[config.mk]
export PLATFORM = sky130hd
export DESIGN_NAME = attack_sequencer
export DESIGN_NICKNAME = d
export VERILOG_FILES = /design/src/rtl/attack_sequencer.sv
export SDC_FILE = /design/constraint.sdc
export NUM_CORES = 1
export LEC_CHECK = 0
export ABC_CLOCK_PERIOD_IN_PS = 3100
export CAP_MARGIN = 20
export CORE_UTILIZATION = 45
export CTS_CLUSTER_SIZE = 10
export DETAILED_ROUTE_END_ITERATION = 8
export PLACE_DENSITY = 0.68
export RECOVER_POWER = 100
export SLEW_MARGIN = 5
export SYNTH_ARGS = -nofsm -noshare
export SYNTH_HDL_FRONTEND = slang
export SYNTH_SLANG_ARGS = --single-unit
[constraint.sdc]
create_clock -name clk -period 3.1 [get_ports clk]
set_input_delay 0.62 -clock clk [delete_from_list [all_inputs] [get_ports clk]]
set_output_delay 0.62 -clock clk [all_outputs]
set_load 0.005 [all_outputs]
[src/rtl/attack_sequencer.sv]
// rtl/attack_sequencer.sv - per-player attack timing FSM: startup, one-clk strike, recovery, hit-stun.
// All outputs decode registered state only; presses are rising edges of the debounced levels.
module attack_sequencer #(
  parameter int LIGHT_STARTUP  = 3,
  parameter int LIGHT_RECOVERY = 8,
  parameter int HEAVY_STARTUP  = 6,
  parameter int HEAVY_RECOVERY = 16,
  parameter int STUN_FRAMES    = 10,
  parameter int CNT_W          = 5
) (
  input  logic       clk,
  input  logic       reset,
  input  logic       frame_tick,
  input  logic       btn_light,
  input  logic       btn_heavy,
  input  logic [2:0] game_state,
  input  logic       hit_taken,
  output logic [1:0] attack_state,
  output logic       busy,
  output logic       stunned,
  output logic [2:0] phase
);

  typedef enum logic [2:0] {
    S_IDLE     = 3'd0,
    S_STARTUP  = 3'd1,
    S_ACTIVE   = 3'd2,
    S_RECOVERY = 3'd3,
    S_STUN     = 3'd4
  } state_e;

  localparam logic [CNT_W-1:0] LS_M1   = CNT_W'(LIGHT_STARTUP - 1);
  localparam logic [CNT_W-1:0] LR_M1   = CNT_W'(LIGHT_RECOVERY - 1);
  localparam logic [CNT_W-1:0] HS_M1   = CNT_W'(HEAVY_STARTUP - 1);
  localparam logic [CNT_W-1:0] HR_M1   = CNT_W'(HEAVY_RECOVERY - 1);
  localparam logic [CNT_W-1:0] STUN_M1 = CNT_W'(STUN_FRAMES - 1);

  state_e           state_q, state_d;
  logic [CNT_W-1:0] cnt_q, cnt_d;
  logic             type_heavy_q, type_heavy_d;
  logic             buf_valid_q, buf_valid_d;
  logic             buf_heavy_q, buf_heavy_d;
  logic             light_prev_q, heavy_prev_q;

  logic light_rise, heavy_rise, press;
  logic buf_valid_m, buf_heavy_m;
  logic cnt_zero;

  assign light_rise = btn_light & ~light_prev_q;
  assign heavy_rise = btn_heavy & ~heavy_prev_q;
  assign press      = light_rise | heavy_rise;
  assign cnt_zero   = (cnt_q == '0);

  // Buffer merge: heavy overwrites light, a light press never downgrades a held heavy.
  assign buf_valid_m = buf_valid_q | press;
  assign buf_heavy_m = (buf_valid_q & buf_heavy_q) | heavy_rise;

  always_comb begin
    state_d      = state_q;
    cnt_d        = cnt_q;
    type_heavy_d = type_heavy_q;
    buf_valid_d  = buf_valid_q;
    buf_heavy_d  = buf_heavy_q;

    if (game_state != 3'b000) begin
      state_d     = S_IDLE;
      cnt_d       = '0;
      buf_valid_d = 1'b0;
      buf_heavy_d = 1'b0;
    end else if (hit_taken) begin
      state_d     = S_STUN;
      cnt_d       = STUN_M1;
      buf_valid_d = 1'b0;
      buf_heavy_d = 1'b0;
    end else begin
      unique case (state_q)
        S_IDLE: begin
          if (press) begin
            type_heavy_d = heavy_rise;
            cnt_d        = heavy_rise ? HS_M1 : LS_M1;
            state_d      = S_STARTUP;
          end
        end
        S_STARTUP: begin
          buf_valid_d = buf_valid_m;
          buf_heavy_d = buf_heavy_m;
          if (frame_tick) begin
            if (cnt_zero) state_d = S_ACTIVE;
            else          cnt_d   = cnt_q - 1'b1;
          end
        end
        S_ACTIVE: begin
          buf_valid_d = buf_valid_m;
          buf_heavy_d = buf_heavy_m;
          cnt_d       = type_heavy_q ? HR_M1 : LR_M1;
          state_d     = S_RECOVERY;
        end
        S_RECOVERY: begin
          buf_valid_d = buf_valid_m;
          buf_heavy_d = buf_heavy_m;
          if (frame_tick) begin
            if (!cnt_zero) begin
              cnt_d = cnt_q - 1'b1;
            end else if (buf_valid_m) begin
              // Chained attack: launch straight from recovery, no idle clk.
              type_heavy_d = buf_heavy_m;
              buf_valid_d  = 1'b0;
              buf_heavy_d  = 1'b0;
              cnt_d        = buf_heavy_m ? HS_M1 : LS_M1;
              state_d      = S_STARTUP;
            end else begin
              state_d = S_IDLE;
            end
          end
        end
        S_STUN: begin
          if (frame_tick) begin
            if (cnt_zero) state_d = S_IDLE;
            else          cnt_d   = cnt_q - 1'b1;
          end
        end
        default: begin
          state_d = S_IDLE;
          cnt_d   = '0;
        end
      endcase
    end
  end

  always_ff @(posedge clk or posedge reset) begin
    if (reset) begin
      state_q      <= S_IDLE;
      cnt_q        <= '0;
      type_heavy_q <= 1'b0;
      buf_valid_q  <= 1'b0;
      buf_heavy_q  <= 1'b0;
      light_prev_q <= 1'b0;
      heavy_prev_q <= 1'b0;
    end else begin
      state_q      <= state_d;
      cnt_q        <= cnt_d;
      type_heavy_q <= type_heavy_d;
      buf_valid_q  <= buf_valid_d;
      buf_heavy_q  <= buf_heavy_d;
      light_prev_q <= btn_light;
      heavy_prev_q <= btn_heavy;
    end
  end

  assign attack_state = (state_q == S_ACTIVE) ? {type_heavy_q, ~type_heavy_q} : 2'b00;
  assign busy         = (state_q != S_IDLE);
  assign stunned      = (state_q == S_STUN);
  assign phase        = state_q;

endmodule

==> results.json <==
{
  "outcome": "finished clean",
  "firstDrtPassIters": 4,
  "r2r_start": "cnt_q[0]$_DFFE_PP0P_",
  "grt_pass1_wl_um": 4510,
  "crit_fanout": 13,
  "crit_path_start": "phase[1]$_DFFE_PP0P_",
  "setup_viol": 0,
  "dp_worst_setup_slack_ns": 0.586,
  "p_total_mw": 0.357,
  "use_met1_pct": 35.4,
  "wirelength_um": 2590,
  "cts_hold_buf": 0,
  "drt_iter0_markers": 17,
  "vdd_drop_max_mv": 0.199,
  "end_kind": "output pin",
  "cellPowerDensity_nw_per_um2": 299,
  "tns_ns": 0,
  "cpPeakStageDelay_ns": 0.56,
  "num_vias": 963,
  "ys_seq_area_share_pct": 31.0,
  "cp.arrival_ns": 2.17,
  "grt_pass1_vias": 910,
  "postRouteAntennaNets": 0,
  "cts_tree": "built",
  "grt_use_met3_pct": 4.24,
  "grt_overflow": 0,
  "ys_warn_count": 0,
  "slew_viol_final": 0,
  "avgSynthCellArea_um2": 8.83,
  "synth.largest_area_cell": "dfrtp_1",
  "p_leak_nw": 0.502,
  "worstMarginPinSlew_ns": 0.671,
  "fmax_mhz": 359,
  "finalCritPeriodShare_pct": 89.9,
  "wire_per_inst_um": 16.1,
  "diodes": 0,
  "drive_above_1_share_pct": 9.77,
  "die_h_um": 50.3,
  "htree_levels": 1,
  "setup.worst_path.start_class": "flip-flop",
  "timing.max_cap.violations": 0,
  "clock_skew_ns": 0.00298,
  "clockBufferDepth": 2,
  "finalHoldViolCount": 0,
  "io_pins": 16,
  "globalRouteTotalUtil_pct": 24.6,
  "synth_area_um2": 1050,
  "syn2layout_area_growth_pct": 13.7,
  "period_minus_slack_ns": 2.79,
  "via_per_inst": 5.98,
  "use_met2_pct": 34.7,
  "synth_ff_type": "dfrtp_1",
  "cp_cell_sequence": "nor2_1 > nand2_1 > inv_1 > dlygate4sd3_1",
  "ys_ff_latch": 13,
  "port-buffer-count": 15,
  "synthTopCellsByArea": "dfrtp_1, nand2_1, nor2_1",
  "die_width_um": 50.3,
  "ys_types": 48,
  "post-place-cells": 157,
  "crit_type": "flip-flop to output pin",
  "grt_antenna_before_repair": 0,
  "critPathRequiredTime_ns": 2.48,
  "slowest_stage": "dlygate4sd3_1",
  "fin_area_um2": 1190,
  "rrSetupSlack_ns": 0.68,
  "fin_nets": 144,
  "setup_slack_ns": 0.312,
  "cts_resized": 0,
  "clk_pin_slew_worst_paths_ns": 0.08,
  "r2r_cells": 7,
  "multi_input_area_um2": 621,
  "drc": 0,
  "r2r_end": "cnt_q[0]$_DFFE_PP0P_",
  "dieArea_um2": 2530,
  "post_cts_buffers": 0,
  "max_slew_margin_pct": 55.3,
  "cts.sinks": 13,
  "clk-insertion-delay-late_ns": 0.28,
  "synth-async-reset-ratio_pct": 100,
  "hold_depth": 1,
  "root_buffer": "clkbuf_4",
  "stdcell_count": 161,
  "utilization_pct": 54.0,
  "place_area_um2": 1210,
  "seq_area_um2": 325,
  "row_count": 17,
  "numCtsBuffers": 3,
  "rsz0062_at_grt": "no",
  "netlist_instances": 119,
  "synth_edf_count": 0,
  "hold_class": "flip-flop to flip-flop",
  "syn_nets": 129,
  "yosys.area.top_type_share_pct": 31.0,
  "place_congestion": 0.924,
  "n_fill_cell": 216,
  "grt_max_degree": 23,
  "hold_end": "cnt_q[1]$_DFFE_PP0P_",
  "initial_core_util_pct": 47.5,
  "worst_hold_slack_ns": 0.532,
  "core_um2": 2210,
  "post-dp-hpwl_um": 2020,
  "hold_start": "cnt_q[1]$_DFFE_PP0P_",
  "busiest_layer": "met1"
}
how the worst max path moves through the flow:
stage	end	depth (start not counted)
finish	stunned	4
global route	stunned	4
CTS	stunned	4
detailed placement	type_heavy_q$_DFFE_PP0P_	6
global placement	type_heavy_q$_DFFE_PP0P_	6
floorplan	type_heavy_q$_DFFE_PP0P_	6
power breakdown:
group          switching, mW  internal (mW)
sequential           0.00517          0.173
combinational         0.0386         0.0305
clock                 0.0596         0.0500
total                  0.103          0.254
layout by cell type, fill, tap and decap left out, drive strengths merged, types with 2 or more instances in the layout:
| cell type | n |
|---|---|
| nor2b | 5 |
| nand2 | 10 |
| and2 | 2 |
| dlygate4sd3 | 9 |
| o211ai | 2 |
| clkdlybuf4s50 | 6 |
| o31ai | 3 |
| a21oi | 7 |
| clkbuf | 5 |
| inv | 7 |
| dfrtp | 13 |
| a31oi | 2 |
| nor4b | 3 |
| nand2b | 4 |
| o21ai | 9 |
| nor4 | 2 |
| or3 | 3 |
| a31o | 2 |
| and3 | 2 |
| nor3 | 6 |
| nor2 | 10 |
logic make-up (layout without fill, tap and decap cells):
group | after synthesis | after routing | synth area share, %
compound gates | 37 | 37 | 28.7
simple gates | 50 | 50 | 28.6
xor+xnor | 2 | 2 | 1.67
buf+inv | 14 | 28 | 6.55
mux | 2 | 2 | 2.38
flops | 13 | 13 | 31.0
fa+ha+maj | 1 | 1 | 1.19
state kept, by name (all words and copies together), names as in the netlist:
| signal | count |
|---|---|
| type_heavy_q | 1 |
| cnt_q | 5 |
| light_prev_q | 1 |
| buf_heavy_q | 1 |
| buf_valid_q | 1 |
| phase | 3 |
| heavy_prev_q | 1 |
layout make-up:
cell class / instances / share of cell area, %
clock buffer: 4 / 2.20
sequential: 13 / 27.2
timing repair buffer: 17 / 13.5
inverter: 7 / 2.20
multi-input combinational: 92 / 51.9
tap: 28 / 2.93
Yosys cell counts, drive strengths merged, types with 2 or more instances:
library cell / n
a21oi: 7
a31o: 2
a31oi: 2
and2: 2
and3: 2
buf: 3
clkbuf: 4
dfrtp: 13
inv: 7
nand2: 10
nand2b: 4
nor2: 10
nor2b: 5
nor3: 6
nor4: 2
nor4b: 3
o211ai: 2
o21ai: 9
o31ai: 3
or3: 3
metal layers:
| metal | wire length, µm | vias to the layer above |
|---|---|---|
| met1 | 1180 | 453 |
| met5 | 0 | - |
| met2 | 1200 | 30 |
| li1 | - | 470 |
| met3 | 131 | 10 |
| met4 | 74 | 0 |
worst max-delay path, delay by kind of cell, from the launching register on:
kind                   cells  cell delay, ns
flip-flops                 1            0.53
buffers and inverters      2            0.65
AND/OR/NAND/NOR            2            0.70
Note: power is estimated with default switching activity, not from simulation.
